[src/rtl/scoreboard_alloc_pkg.sv]
// Shared buffet scoreboard definitions: default slot count, payload width,
// index-width helper and the per-cycle release classification.
package scoreboard_alloc_pkg;

  // Default number of outstanding buffet fill/read requests tracked.
  localparam int SCOREBOARD_SIZE = 8;

  // Default width of the request metadata held per slot.
  localparam int SB_DATA_WIDTH = 32;

  // Index width for a scoreboard of n slots.
  // n is never below 2, so this is simply ceil(log2(n)).
  function automatic int sb_idx_width(input int n);
    return (n < 2) ? 1 : $clog2(n);
  endfunction

  // What a release request does in the current cycle.
  typedef enum logic [1:0] {
    REL_NONE = 2'd0,  // no release presented
    REL_HIT  = 2'd1,  // release of an occupied slot: frees it
    REL_MISS = 2'd2   // release of a free or out-of-range slot: error pulse
  } rel_kind_e;

endpackage

[src/rtl/priorityEncoder.sv]
// Priority encoder: returns the index of the highest set bit of req.
// When no bit is set the output is 0; callers must qualify it themselves.
module priorityEncoder #(
  parameter  int WIDTH     = 8,
  localparam int OUT_WIDTH = (WIDTH < 2) ? 1 : $clog2(WIDTH)
) (
  input  logic [WIDTH-1:0]     req,
  output logic [OUT_WIDTH-1:0] enc
);

  // Ascending scan so the highest set bit is the last one written.
  always_comb begin
    enc = '0;
    for (int i = 0; i < WIDTH; i++) begin
      if (req[i]) begin
        enc = OUT_WIDTH'(i);
      end
    end
  end

endmodule

[src/rtl/scoreboard_alloc.sv]
// Scoreboard slot allocator for outstanding buffet fill/read requests.
//
// Owns the occupancy vector and a per-slot payload register array.
// Allocate hands out the highest-indexed free slot and stores the request
// metadata there; release frees a slot and returns its metadata the same
// cycle.
//
// Handshake: an allocate fires on a rising edge where alloc_valid and
// alloc_ready are both high; alloc_idx names the slot granted by that edge.
// alloc_ready depends only on registered state (it is !full), so the
// requester may hold alloc_valid/alloc_data until it sees alloc_ready.
// rel_valid has no ready: a release is always accepted, and a release of a
// slot that is not occupied is reported by a one-cycle rel_err pulse on the
// following cycle.
//
// There is no bypass from release to allocate: a slot freed at an edge is
// first visible to the encoder in the following cycle.
module scoreboard_alloc
  import scoreboard_alloc_pkg::*;
#(
  parameter  int SB_SIZE    = SCOREBOARD_SIZE,
  parameter  int DATA_WIDTH = SB_DATA_WIDTH,
  localparam int IDX_WIDTH  = sb_idx_width(SB_SIZE)
) (
  input  logic                  clk,
  input  logic                  reset,
  input  logic                  alloc_valid,
  input  logic [DATA_WIDTH-1:0] alloc_data,
  output logic                  alloc_ready,
  output logic [IDX_WIDTH-1:0]  alloc_idx,
  input  logic                  rel_valid,
  input  logic [IDX_WIDTH-1:0]  rel_idx,
  output logic [DATA_WIDTH-1:0] rel_data,
  output logic                  rel_err,
  output logic [SB_SIZE-1:0]    occupancy,
  output logic [IDX_WIDTH:0]    count,
  output logic                  full,
  output logic                  empty
);

  // Slot count expressed in the count's width for compares.
  localparam logic [IDX_WIDTH:0] SB_SIZE_C = (IDX_WIDTH+1)'(SB_SIZE);

  // Registered state.
  logic [SB_SIZE-1:0]    occ_q;
  logic [IDX_WIDTH:0]    count_q;
  logic                  rel_err_q;
  logic [DATA_WIDTH-1:0] payload [SB_SIZE];

  // Per-cycle decode.
  logic                  alloc_fire;
  logic                  rel_in_range;
  logic [IDX_WIDTH-1:0]  rel_sel;
  rel_kind_e             rel_kind;
  logic                  rel_hit;
  logic                  rel_miss;
  logic [SB_SIZE-1:0]    occ_free;
  logic [SB_SIZE-1:0]    occ_next;

  // Free-slot selection: highest free slot of the registered occupancy.
  assign occ_free = ~occ_q;

  priorityEncoder #(
    .WIDTH (SB_SIZE)
  ) u_free_enc (
    .req (occ_free),
    .enc (alloc_idx)
  );

  // Status decoded from the registered count only.
  assign full        = (count_q == SB_SIZE_C);
  assign empty       = (count_q == '0);
  assign alloc_ready = !full;
  assign alloc_fire  = alloc_valid && alloc_ready;

  // Out-of-range indices (non-power-of-2 sizes) are steered to slot 0 for
  // the read path, and classified as a miss below.
  assign rel_in_range = ({1'b0, rel_idx} < SB_SIZE_C);
  assign rel_sel      = rel_in_range ? rel_idx : '0;

  // Classify this cycle's release request.
  always_comb begin
    rel_kind = REL_NONE;
    if (rel_valid) begin
      if (rel_in_range && occ_q[rel_sel]) begin
        rel_kind = REL_HIT;
      end else begin
        rel_kind = REL_MISS;
      end
    end
  end

  assign rel_hit  = (rel_kind == REL_HIT);
  assign rel_miss = (rel_kind == REL_MISS);

  // Release read port: combinational payload of the addressed slot.
  assign rel_data = payload[rel_sel];

  // Next occupancy: set the granted slot, clear the released slot. The two
  // can never coincide since one is free and the other occupied.
  always_comb begin
    occ_next = occ_q;
    if (alloc_fire) begin
      occ_next[alloc_idx] = 1'b1;
    end
    if (rel_hit) begin
      occ_next[rel_sel] = 1'b0;
    end
  end

  // Occupancy register.
  always_ff @(posedge clk) begin
    if (reset) begin
      occ_q <= '0;
    end else begin
      occ_q <= occ_next;
    end
  end

  // Occupied-slot counter: allocate and release in one cycle cancel out.
  always_ff @(posedge clk) begin
    if (reset) begin
      count_q <= '0;
    end else begin
      unique case ({alloc_fire, rel_hit})
        2'b10:   count_q <= count_q + 1'b1;
        2'b01:   count_q <= count_q - 1'b1;
        default: count_q <= count_q;
      endcase
    end
  end

  // Error pulse for a release that found nothing to free.
  always_ff @(posedge clk) begin
    if (reset) begin
      rel_err_q <= 1'b0;
    end else begin
      rel_err_q <= rel_miss;
    end
  end

  // Payload storage; not reset, contents of free slots are don't-care.
  always_ff @(posedge clk) begin
    if (alloc_fire) begin
      payload[alloc_idx] <= alloc_data;
    end
  end

  assign occupancy = occ_q;
  assign count     = count_q;
  assign rel_err   = rel_err_q;

`ifndef SYNTHESIS
  // The counter must always agree with the occupancy vector.
  a_count_matches_occ : assert property (
    @(posedge clk) disable iff (reset)
      count_q == ($countones(occ_q))
  );

  // An allocate must never be granted while full.
  a_no_alloc_when_full : assert property (
    @(posedge clk) disable iff (reset)
      !(alloc_fire && full)
  );
`endif

endmodule
[config.mk]
export PLATFORM = sky130hd
export DESIGN_NAME = scoreboard_alloc
export DESIGN_NICKNAME = d
export VERILOG_FILES = /design/src/rtl/scoreboard_alloc_pkg.sv /design/src/rtl/priorityEncoder.sv /design/src/rtl/scoreboard_alloc.sv
export SDC_FILE = /design/constraint.sdc
export NUM_CORES = 1
export LEC_CHECK = 0
export ABC_AREA = 1
export BUFFER_PORTS_ARGS = -buffer_cell sky130_fd_sc_hd__buf_2
export CAP_MARGIN = 25
export CORE_MARGIN = 3
export CORE_UTILIZATION = 56
export CTS_BUF_LIST = sky130_fd_sc_hd__clkbuf_4 sky130_fd_sc_hd__clkbuf_8
export CTS_CLUSTER_SIZE = 8
export DETAILED_ROUTE_END_ITERATION = 7
export PLACE_DENSITY = 0.82
export SYNTH_ARGS = -nofsm -noshare
export SYNTH_HDL_FRONTEND = slang
export SYNTH_SLANG_ARGS = --single-unit
[constraint.sdc]
create_clock -name clk -period 2.45 [get_ports clk]
set_input_delay 0.245 -clock clk [delete_from_list [all_inputs] [get_ports clk]]
set_output_delay 0.245 -clock clk [all_outputs]
set_load 0.02 [all_outputs]
[Yosys cells after proc, flatten, opt, wreduce, memory -nomap -nowiden]
Memories as Yosys holds them, arrays and structs flattened.
Cells that the tools add are included.
Storage, ports and cells
  bits in writable memories: 256
  memories kept: 1
  input bits: 39
  logic and storage cells: 45
  output and inout bits: 51
  register bits: 13
Memories
  payload: words 8, width 32, rd ports 1, clocked after Yosys merged registers in 0, write ports 1, RTL line scoreboard_alloc.sv:48  | logic [DATA_WIDTH-1:0] payload [SB_SIZE];
Operators by class
  $add $sub $neg: 2
  bitwise logic cells: 4
  muxes and demuxes: 20
  magnitude comparators: 4
  reductions and logical operators: 6
  equality and inequality tests: 5
Operator list (count)
  8-bit 2-to-1 mux: 2
  8-bit inverter: 2
  3-bit 2-to-1 mux: 4
  8-bit AND: 1
  3-bit by 4-bit less-than comparator with 1-bit output, second input constant: 2
  2-bit 2-to-1 mux: 4
  8-bit bitwise OR: 1
  4-bit one-hot mux with 2 select lines: 1
  1-bit demux with 3-bit select: 2
  3-bit by 1-bit >= comparator with 1-bit output, second input constant: 2
  1-bit 2-to-1 mux: 6
  4-bit by 1-bit adder with 4-bit output, second input constant: 1
  2-bit by 1-bit == test with 1-bit output, second input constant: 2
  2-bit == test, second input constant: 2
  4-bit == test, second input constant: 1
  4-bit logical NOT: 1
  4-bit by 1-bit subtractor with 4-bit output, second input constant: 1
  1-bit binary-select mux with 3-bit select: 1
  1-bit logical AND: 3
  2-bit nonzero test: 1
  1-bit logical NOT: 1

[Logic depth before layout (Yosys ltp)]
Gate-level depths: netlist of the first run.
  word-level depth: 16
  gate-level depth with buffers: 20
  gate-level depth less buffers: 19

[Cells and area by module]
From an unflattened synthesis of the first run, not the netlist that was laid out.
Second synthesis, totals
  cells, all modules: 792
  area, all modules: 10333.7 µm²
Modules (own cells, without submodules)
  scoreboard_alloc: area each 10269.8 µm², sequential area each 7947.6 µm², cells each 777, times used 1
  priorityEncoder: area each 63.8 µm², sequential area each 0.0 µm², cells each 15, times used 1

[Worst setup path after synthesis of the first run]
No wires, ideal clock.
  kind: register to register
  from: register count_q[0] (netlist: count[0])
  to: memory payload[6][0] in the netlist's numbering (enable)
  setup time: 0.423 ns
  data arrival time: 2.473 ns
  cell stages (with the launch flop): 5
  required time: 2.027 ns
  clock period less this slack: 2.895 ns
  slack: -0.445 ns
  path buffers: 0
  path through: dfxtp_1 > nor2_1 > nand3_1 > nand2_1 > nor2_1
Between the ends
  word-level cells in the longest chain between the ends: 5
Ends and longest elaborated chain
  from (decl): RTL line scoreboard_alloc.sv:46  | logic [IDX_WIDTH:0] count_q;
  from (signal assigned): RTL line scoreboard_alloc.sv:126  | 2'b10: count_q <= count_q + 1'b1;
  from (signal assigned): RTL line scoreboard_alloc.sv:127  | 2'b01: count_q <= count_q - 1'b1;
  from (signal assigned): RTL line scoreboard_alloc.sv:128  | default: count_q <= count_q;
  4-bit == test: RTL line scoreboard_alloc.sv:71  | assign full = (count_q == SB_SIZE_C);
  1-bit logical NOT: RTL line scoreboard_alloc.sv:73  | assign alloc_ready = !full;
  named net alloc_ready: RTL line scoreboard_alloc.sv:29  | output logic alloc_ready,
  1-bit logical AND: RTL line scoreboard_alloc.sv:74  | assign alloc_fire = alloc_valid && alloc_ready;
  1-bit 2-to-1 mux: RTL line scoreboard_alloc.sv:144  | if (alloc_fire) begin
  1-bit 2-to-1 mux (implied by the code): RTL line scoreboard_alloc.sv:145  | payload[alloc_idx] <= alloc_data;
  to (decl): RTL line scoreboard_alloc.sv:48
The timed path passes the listed nets, and every way through them passes these cells.

[Worst setup path after layout of the first run]
  from: register occ_q[4] (netlist: occupancy[4])
  to: register count_q[2] (netlist: count[2])
Between the ends
  word-level cells in the longest chain between the ends: 7
  elaborated cells between the ends (all ways): 9
  those cells by class: eq/ne: 3; mux: 5; reduce/logical: 1
Ends and longest elaborated chain
  from (decl): RTL line scoreboard_alloc.sv:45  | logic [SB_SIZE-1:0] occ_q;
  from (signal assigned): RTL line scoreboard_alloc.sv:116  | occ_q <= occ_next;
  1-bit binary-select mux with 3-bit select *: RTL line scoreboard_alloc.sv:85  | if (rel_in_range && occ_q[rel_sel]) begin
  1-bit 2-to-1 mux (implied by the code) *: RTL line scoreboard_alloc.sv:85
  2-bit 2-to-1 mux *: RTL line scoreboard_alloc.sv:85
  2-bit 2-to-1 mux *: RTL line scoreboard_alloc.sv:84  | if (rel_valid) begin
  2-bit by 1-bit == test with 1-bit output *: RTL line scoreboard_alloc.sv:93  | assign rel_hit = (rel_kind == REL_HIT);
  2-bit by 1-bit == test with 1-bit output / 2-bit == test (equally long branches): RTL line scoreboard_alloc.sv:125  | unique case ({alloc_fire, rel_hit})
  4-bit one-hot mux with 2 select lines / 2-bit nonzero test (equally long branches)
Every way passes the cells marked *; elsewhere a longest branch is shown, timed or not. The select of a mux whose other input is x is not followed.
A chain may end at the register's enable or synchronous reset.

==> flow_summary.ini, run 1 <==
[sta]
rsz0062_at_grt = no
period_share_pct = 89.68
fmax_mhz = 455.2
whs_ps = 27.82
report.final.slew_viol_count = 0
skew_ps = 9.881
setup_violations = 0
setup_tns_ps = 0
hold_viol_final = 0
slew_headroom_pct = 69.55
fin_crit_ps = 2197
worst_slew_pin_slew_ps = 456.0

[job]
max_cap_viol_count = 0

[synth]
syn_nets = 840
seq_area_frac_synth_pct = 76.66
syn_area_um2 = 10370
yosysWarnings = 0
synth_edf_count = 256
ys.flop_type = edfxtp_1
synth_seq_cells = 269
synth_cells = 798
syn_avg_cell_area_um2 = 12.99
synthArstFlopShare_pct = 0
ys_types = 30

[routing]
avgRoutedWirePerCell_um = 18.95
via_count = 6785
drc_errors = 0
wl_um = 23020
ant_nets = 0
routed_via_density = 5.584
drtIter0Drc = 584
dr.pass1.iters = 5

[global_route]
grt_pass1_vias = 6886
grt_antenna_before_repair = 1
grt_pass1_wl_um = 35360
grt_max_degree = 34
grt-ovfl-total = 0
grt_use_total_pct = 22.94

[critical_path]
crit_arrival_ps = 2630
crit_slowest_cell = dfxtp_1
required_ps = 2880
r2r_start = occupancy[4]
slowest_delay_ps = 370
r2r_slack_ps = 250
r2r_cells = 17
critPathLaunchType = flop
end_kind = flop
rr_endpoint = count[2]
path_common_cell = nand2_1
worst-setup-path-type = reg2reg
crit_fanout = 4
path_cells = inv_1, o21ai_0, nand2_1, nand2_1, nand2_1, nand2_1, nand2_1, inv_1, ha_2, nand2_1, inv_1, nor2_1, ha_1, a21oi_1, xnor2_1, o21ai_0, inv_1

[floorplan]
core_um2 = 18090
io_pins = 90
dieWidth_um = 142.1
initial_core_util_pct = 57.32
die_area_um2 = 20180
fp-row-count = 49
die_h_um = 142.1

[layout]
fillers = 1171
synthToLayoutAreaGrowth_pct = 19.85
final_util_pct = 68.70
fin_nets = 1007
final_common_cell = edfxtp_1
final_cell_mix = 256 x edfxtp_1, 228 x nand2_1, 89 x buf_2
drive_gt1_share_pct = 19.29

[min_path]
min_path_type = in2reg
hold_end = payload[5][11]
min_from = alloc_data[11]
whs_path_depth = 1

[power]
power_density_nw_per_um2 = 734.9
peakVddDrop_v = 0.0007119
p_leak_nw = 4.753
finalPower_mw = 9.131

[clock_network]
root_buffer = clkbuf_8
post-cts-setup-buffers = 0
cts_max_level = 2
clk_pin_slew_ps = 60
cts_tree = yes
cts_max_path_buffers = 3
insertion_delay_ps = 540
numCtsBuffers = 42
cts_num_sinks = 269

[place]
place.port_buffers = 89
dp_hpwl_um = 12960
place_congestion = 0.8928

[outcome]
outcome = finished, final reports clean
==> worst max-delay path: cells and delay by family (launching register included) <==
family / cells / cell delay (ps)
AOI/OAI and AO/OA: 3 / 440
xor gates and xnor gates: 1 / 90
adders and majority gates: 2 / 390
buffers and inverters: 4 / 280
DFF: 1 / 370
and+or+nand+nor: 7 / 520
==> through the flow <==
stage	std cells	worst slack, ps	cell area (um2)
floorplan	798	77.06	10370
global placement	1117	252.1	11360
detailed placement	1117	158.4	11360
CTS	1214	253.7	12420
global route	1215	31.97	12430
finish	1215	252.9	12430
==> synth_stat cells, types with 5 or more instances <==
library cell | count | area (um2)
o2111ai_1 | 5 | 43.79
nand3_1 | 18 | 90.09
inv_2 | 6 | 22.52
nand4_1 | 31 | 193.9
edfxtp_1 | 256 | 7687
a22oi_1 | 19 | 142.6
nand2_1 | 228 | 855.8
buf_2 | 19 | 95.09
o21ai_0 | 18 | 90.09
a21oi_1 | 29 | 145.1
inv_1 | 73 | 274.0
dfxtp_1 | 13 | 260.3
nor2_1 | 45 | 168.9
==> layout make-up <==
type                            instances  area [um2]  area share (%)
Sequential cell                       269        7950           63.98
Multi-Input combinational cell        422        2013           16.20
Timing Repair Buffer                  150        1149           9.244
Clock buffer                           55       675.6           5.438
Inverter                               80       300.3           2.417
Tap cell                              229       286.5           2.306
Clock inverter                          9       48.80          0.3927
Antenna cell                            1       2.502         0.02014
==> power breakdown <==
part	internal, mW	switching, mW	leakage [nW]
combinational	0.224	0.430	1.94
clock	1.77	1.55	0.381
sequential	5.12	0.0305	2.43
total	7.12	2.01	4.75
==> per-layer routing <==
metal	share of wire, %	vias to the layer above	track usage [%]
met3	7.5	63	4.066
met5	0	-	0
met1	39	3259	29.01
met2	50	317	39.03
met4	3.0	0	10.35
li1	-	3146	-
==> worst max-delay path by stage <==
stage,end,slack (ps),cells after the start,from
floorplan,payload[6][0],80,4,count[0]
global route,count[2],30,17,occupancy[2]
CTS,count[2],250,17,occupancy[7]
detailed placement,count[2],160,19,rel_idx[0]
finish,count[2],250,17,occupancy[4]
global placement,count[2],250,19,rel_idx[0]
==> repair_timing <==
action                     in CTS  in global routing
hold buffers                   33                  0
resized for setup               0                  3
setup endpoints to repair       0                  1
hold endpoints to repair      250                  0
==> flip-flops by register name (all words and copies together) (netlist names) <==
register / cells
count: 4
payload: 256
rel_err: 1
occupancy: 8
==> cell families after synthesis <==
kind of cell             share of synthesized area, %
AND/OR/NAND/NOR                                 13.24
AO/OA/AOI/OAI                                   5.359
buffers and inverters                           4.212
flip-flops                                      76.66
XOR/XNOR                                       0.1690
adder cells (fa/ha/maj)                        0.3621
(Power assumes the default switching activity.)
==> run 2, diff against run 1 <==
--- a/config.mk
+++ b/config.mk
@@ -8,6 +8,7 @@
 export ABC_AREA = 1
 export BUFFER_PORTS_ARGS = -buffer_cell sky130_fd_sc_hd__buf_2
 export CAP_MARGIN = 25
+export CORE_ASPECT_RATIO = 1.1
 export CORE_MARGIN = 3
 export CORE_UTILIZATION = 56
 export CTS_BUF_LIST = sky130_fd_sc_hd__clkbuf_4 sky130_fd_sc_hd__clkbuf_8
==> run 2 against run 1 <==
Compared with the run above: non-clock buffer count down 1; critical endpoint unchanged; global-route usage about the same; critical path depth unchanged; clock power up 3%; count of clock-buffer cells in the layout up 1; register-to-register slack better by 20 ps; design area up 0.27%; worst hold slack better by 180 ps.
==> flow_summary.ini, run 2 (same netlist as run 1, synthesis figures left out) <==
[clock_network]
cts_num_sinks = 269
root_buffer = clkbuf_8
cts_tree = yes
cts_max_path_buffers = 3
post-cts-setup-buffers = 0
cts_max_level = 2
numCtsBuffers = 42
clk_pin_slew_ps = 60
insertion_delay_ps = 540

[min_path]
min_path_type = in2reg
min_from = alloc_valid

[critical_path]
crit_arrival_ps = 2600
path_common_cell = nand2_1
crit_slowest_cell = dfxtp_1
end_kind = flop
path_cells = inv_1, o21ai_0, nand2_1, nand2_1, nand2_1, nand2_1, nand2_1, inv_1, ha_1, nand2_1, inv_1, nor2_1, ha_1, a21oi_1, xnor2_1, o21ai_0, inv_1
required_ps = 2870
r2r_slack_ps = 270
crit_fanout = 4
crit_buf_inv = 4
r2r_start = occupancy[2]
crit_start = occupancy[2]
slowest_delay_ps = 360
worst-setup-path-type = reg2reg
critPathLaunchType = flop
cp_top_family = simple AND/OR/NAND/NOR gates

[global_route]
grt_pass1_vias = 6873
grt_antenna_before_repair = 0
grt_max_degree = 34
grt_pass1_wl_um = 35090
grt_use_total_pct = 22.94
grt-ovfl-total = 0

[place]
place.port_buffers = 89
post-place-ws_ps = 139.0
dp_hpwl_um = 12470
place_congestion = 0.8887
dp.cells = 1124
placedInstanceArea_um2 = 11370

[routing]
routed_via_density = 5.521
drtIter0Drc = 602
via_count = 6741
dr.pass1.iters = 5
wl_um = 22850
drc_errors = 0
avgRoutedWirePerCell_um = 18.71
ant_nets = 0

[sta]
timing.final.ws_setup_ps = 271.7
fin_crit_ps = 2178
whs_ps = 212.1
setup_violations = 0
hold_viol_final = 0
slew_headroom_pct = 70.20
worst_slew_pin_slew_ps = 446.4
report.final.slew_viol_count = 0
setup_tns_ps = 0
skew_ps = 28.03
fmax_mhz = 459.1
rsz0062_at_grt = no
period_share_pct = 88.91

[layout]
design_area_um2 = 12460
layout.cells.non_filler = 1221
synthToLayoutAreaGrowth_pct = 20.18
largest_reg_flops = 256
diodes = 0
final_common_cell = edfxtp_1
drive_gt1_share_pct = 18.72
fin_nets = 1006
top_register = payload
final_util_pct = 69.49
final_cell_mix = 256 x edfxtp_1, 228 x nand2_1, 89 x buf_2

[floorplan]
io_pins = 90
fp-row-count = 51
core_um2 = 17930
dieWidth_um = 135.7
initial_core_util_pct = 57.82
die_area_um2 = 20180
die_h_um = 148.7

[power]
p_leak_nw = 4.761
peakVddDrop_v = 0.0004719
finalPower_mw = 9.251
power_density_nw_per_um2 = 742.5

[outcome]
outcome = finished, final reports clean

[job]
max_cap_viol_count = 0
## run 2: cell types whose count changed in the layout (fill, tap and decap cells not counted), sizes merged
cell         change
buf              -2
bufinv           +1
clkbuf           +1
clkinv           -1
clkinvlp         -1
diode            -1
dlygate4sd3      +1
inv              -1
## run 2: path summary, 6_finish.rpt
check,endpoint,cells past startpoint
max,count[2],17
min,occupancy[5],7
max reg2reg,count[2],17
min reg2reg,occupancy[0],4
## run 2: layer usage
metal	track usage (%)	vias up	wire length, um
li1	-	3130	-
met3	5.717	72	2256
met5	0	-	0
met4	11.69	0	794
met1	29.41	3184	8808
met2	36.68	355	10990
## run 2: cell type report
| class | count | area [um2] |
|---|---|---|
| tap | 238 | 297.8 |
| multi-input combinational | 422 | 2011 |
| clock buffer | 56 | 689.4 |
| timing repair buffer | 149 | 1156 |
| clock inverter | 7 | 56.30 |
| sequential | 269 | 7949 |
| inverter | 80 | 300.3 |
| fill | 1157 | 5472 |
## run 2: timing repair
| action | CTS | global route |
|---|---|---|
| hold endpoints to repair | 258 | 0 |
| hold buffers | 34 | 0 |
| gates resized for setup | 0 | 1 |
| setup endpoints to repair | 0 | 1 |
## run 2: worst register-to-register path: cells and delay by family (launching register included)
family | cells | cell delay [ps]
flops | 1 | 360
compound gates | 3 | 450
fa+ha+maj | 2 | 380
buf+inv | 4 | 250
simple gates | 7 | 550
xor+xnor | 1 | 80
## run 2: power breakdown
part	internal (mW)	switching, mW
sequential	5.12	0.0305
combinational	0.224	0.434
clock	1.90	1.55
==> run 3, diff against run 2 <==
--- a/config.mk
+++ b/config.mk
@@ -5,7 +5,6 @@
 export SDC_FILE = /design/constraint.sdc
 export NUM_CORES = 1
 export LEC_CHECK = 0
-export ABC_AREA = 1
 export BUFFER_PORTS_ARGS = -buffer_cell sky130_fd_sc_hd__buf_2
 export CAP_MARGIN = 25
 export CORE_ASPECT_RATIO = 1.1
@@ -14,7 +13,7 @@
 export CTS_BUF_LIST = sky130_fd_sc_hd__clkbuf_4 sky130_fd_sc_hd__clkbuf_8
 export CTS_CLUSTER_SIZE = 8
 export DETAILED_ROUTE_END_ITERATION = 7
-export PLACE_DENSITY = 0.82
+export PLACE_DENSITY = 0.81
 export SYNTH_ARGS = -nofsm -noshare
 export SYNTH_HDL_FRONTEND = slang
 export SYNTH_SLANG_ARGS = --single-unit
==> run 3 against run 2 <==
Compared with the run above: critical path type is now in2out; largest power group unchanged; register-to-register slack got worse by 110 ps; design area rose by 2.5%; maximum frequency fell by 7.1%; total power rose by 0.66%; combinational power rose by 9.4%.
==> flow_summary.ini, run 3 <==
[outcome]
outcome = finished, final reports clean

[layout]
design_area_um2 = 12770
final_common_cell = edfxtp_1
diodes = 0
drive_gt1_share_pct = 35.72
fin_nets = 776
largest_reg_flops = 256
synthToLayoutAreaGrowth_pct = 20.21
layout.cells.non_filler = 996
top_register = payload
final_cell_mix = 256 x edfxtp_1, 89 x buf_2, 44 x mux2_2

[synth]
synthArstFlopShare_pct = 0
synthMostInstantiatedCell = edfxtp_1
yosysWarnings = 0
syn_area_um2 = 10630
yosys-top-cells-count = 256 x edfxtp_1, 44 x mux2_2, 27 x a221oi_1, 23 x nor2_1
synth_edf_count = 256
ys.flop_type = edfxtp_1
syn_nets = 608
syn_avg_cell_area_um2 = 18.77
synth.area.top_cells = edfxtp_1 72%, mux2_2 4.7%, mux4_1 4.5%
synth_seq_cells = 269
ys_types = 53
synth_cells = 566
synth_top_area_cell = edfxtp_1
seq_area_frac_synth_pct = 74.80
yosysTopAreaCellShare_pct = 72.35

[floorplan]
io_pins = 90
core_um2 = 18540
die_area_um2 = 20660
initial_core_util_pct = 57.30
fp-row-count = 52
die_h_um = 150.5
dieWidth_um = 137.3

[routing]
drc_errors = 0
drtIter0Drc = 393
wl_um = 23380
routed_via_density = 6.117
via_count = 6093
dr.pass1.iters = 5
avgRoutedWirePerCell_um = 23.47
ant_nets = 0

[min_path]
min_path_type = in2reg

[critical_path]
critPathLaunchType = input pin
end_kind = output port
crit_fanout = 73
required_ps = 2200
crit_arrival_ps = 2100
worst-setup-path-type = in2out

[sta]
setup_tns_ps = 0
slew_headroom_pct = 58.08
fmax_mhz = 426.7
fin_crit_ps = 2344
report.final.slew_viol_count = 0
hold_viol_final = 0
setup_violations = 0
period_share_pct = 95.66
skew_ps = 15.21
rsz0062_at_grt = no
worst_slew_pin_slew_ps = 628.1

[global_route]
grt_pass1_vias = 6254
grt_use_total_pct = 23.03
grt_max_degree = 74
grt-ovfl-total = 0
grt_antenna_before_repair = 0
grt_pass1_wl_um = 35250

[clock_network]
numCtsBuffers = 42
clk_pin_slew_ps = 50
cts_tree = yes
cts_num_sinks = 269
cts_max_path_buffers = 3
insertion_delay_ps = 540
root_buffer = clkbuf_8
cts_max_level = 2

[job]
max_cap_viol_count = 0

[power]
p_leak_nw = 4.427
power_density_nw_per_um2 = 729.1
peakVddDrop_v = 0.0007647

[place]
place_congestion = 0.8534
place.port_buffers = 89
dp.cells = 900
placedInstanceArea_um2 = 11660
dp_hpwl_um = 13240
## run 3: cell count changes after synthesis, sizes merged, moves of 10 or more
cell | before | now
nor2 | 45 | 24
nand3 | 18 | 2
mux2i | 0 | 10
a21oi | 29 | 10
nand4 | 31 | 1
mux4 | 0 | 27
inv | 79 | 6
mux2 | 0 | 44
a221oi | 1 | 28
nand2 | 228 | 20
o21ai | 18 | 6
o22ai | 0 | 10
## run 3: worst paths after layout
path	start	end	slack, ps	cells after the start
worst max-delay path	rel_idx[2]	rel_data[20]	110	8
worst min-delay path	rel_valid	rel_err	50	2
worst max register to register	occupancy[6]	count[2]	160	11
worst min register to register	count[2]	count[2]	550	2
## run 3: what timing repair did
| item | CTS | global route |
|---|---|---|
| hold buffers | 32 | 0 |
| endpoints found under the hold margin | 256 | 0 |
| setup buffers | 0 | 0 |
| setup endpoints to repair | 1 | 6 |
| cloned | 0 | 1 |
| gates resized for setup | 1 | 4 |
## run 3: report_power, final
part | internal (mW) | total, mW | switching (mW)
clock | 1.88 | 3.45 | 1.57
combinational | 0.289 | 0.720 | 0.431
sequential | 5.11 | 5.15 | 0.0314
total | 7.28 | 9.31 | 2.03
## run 3: cell families after synthesis
family,synth area share (%)
xor+xnor,0.2473
mux,11.96
fa+ha+maj,0.3533
simple gates,3.698
flops,74.80
compound gates,6.924
buf+inv,2.014
## run 3: through the flow
| stage | hold slack, ps | setup slack [ps] | total power [mW] | util (%) |
|---|---|---|---|---|
| floorplan | 303.6 | -38.95 | 5.644 | - |
| finish | 52.52 | 106.3 | 9.312 | 68.88 |
| detailed placement | 510.1 | -62.98 | 5.907 | 62.87 |
| global placement | 493.6 | -23.97 | 5.879 | 62.87 |
| CTS | 24.44 | 36.52 | 9.373 | 68.66 |
| global route | 45.87 | 7.631 | 9.645 | 68.88 |
## run 3: layout make-up
class / count / area, um2
sequential: 269 / 7961
fill: 1208 / 5771
multi-input combinational: 258 / 2584
timing repair buffer: 157 / 1149
clock buffer: 54 / 674.4
tap: 243 / 304.0
clock inverter: 9 / 72.57
inverter: 6 / 27.53
## run 3: layer usage
layer | vias up | routed length, um | share of wire, % | track usage (%)
li1 | 2685 | - | - | -
met1 | 3067 | 8980 | 38 | 29.84
met2 | 300 | 11970 | 51 | 38.52
met3 | 41 | 1919 | 8.2 | 6.016
met4 | 0 | 507 | 2.2 | 7.236
met5 | - | 0 | 0 | 0
## run 3: critical path: stages
cell and delay, ps:
buf_2 160, buf_16 340, inv_1 230, nor2_1 170
buf_4 210, a221oi_1 100, o21ai_0 360, buf_2 240
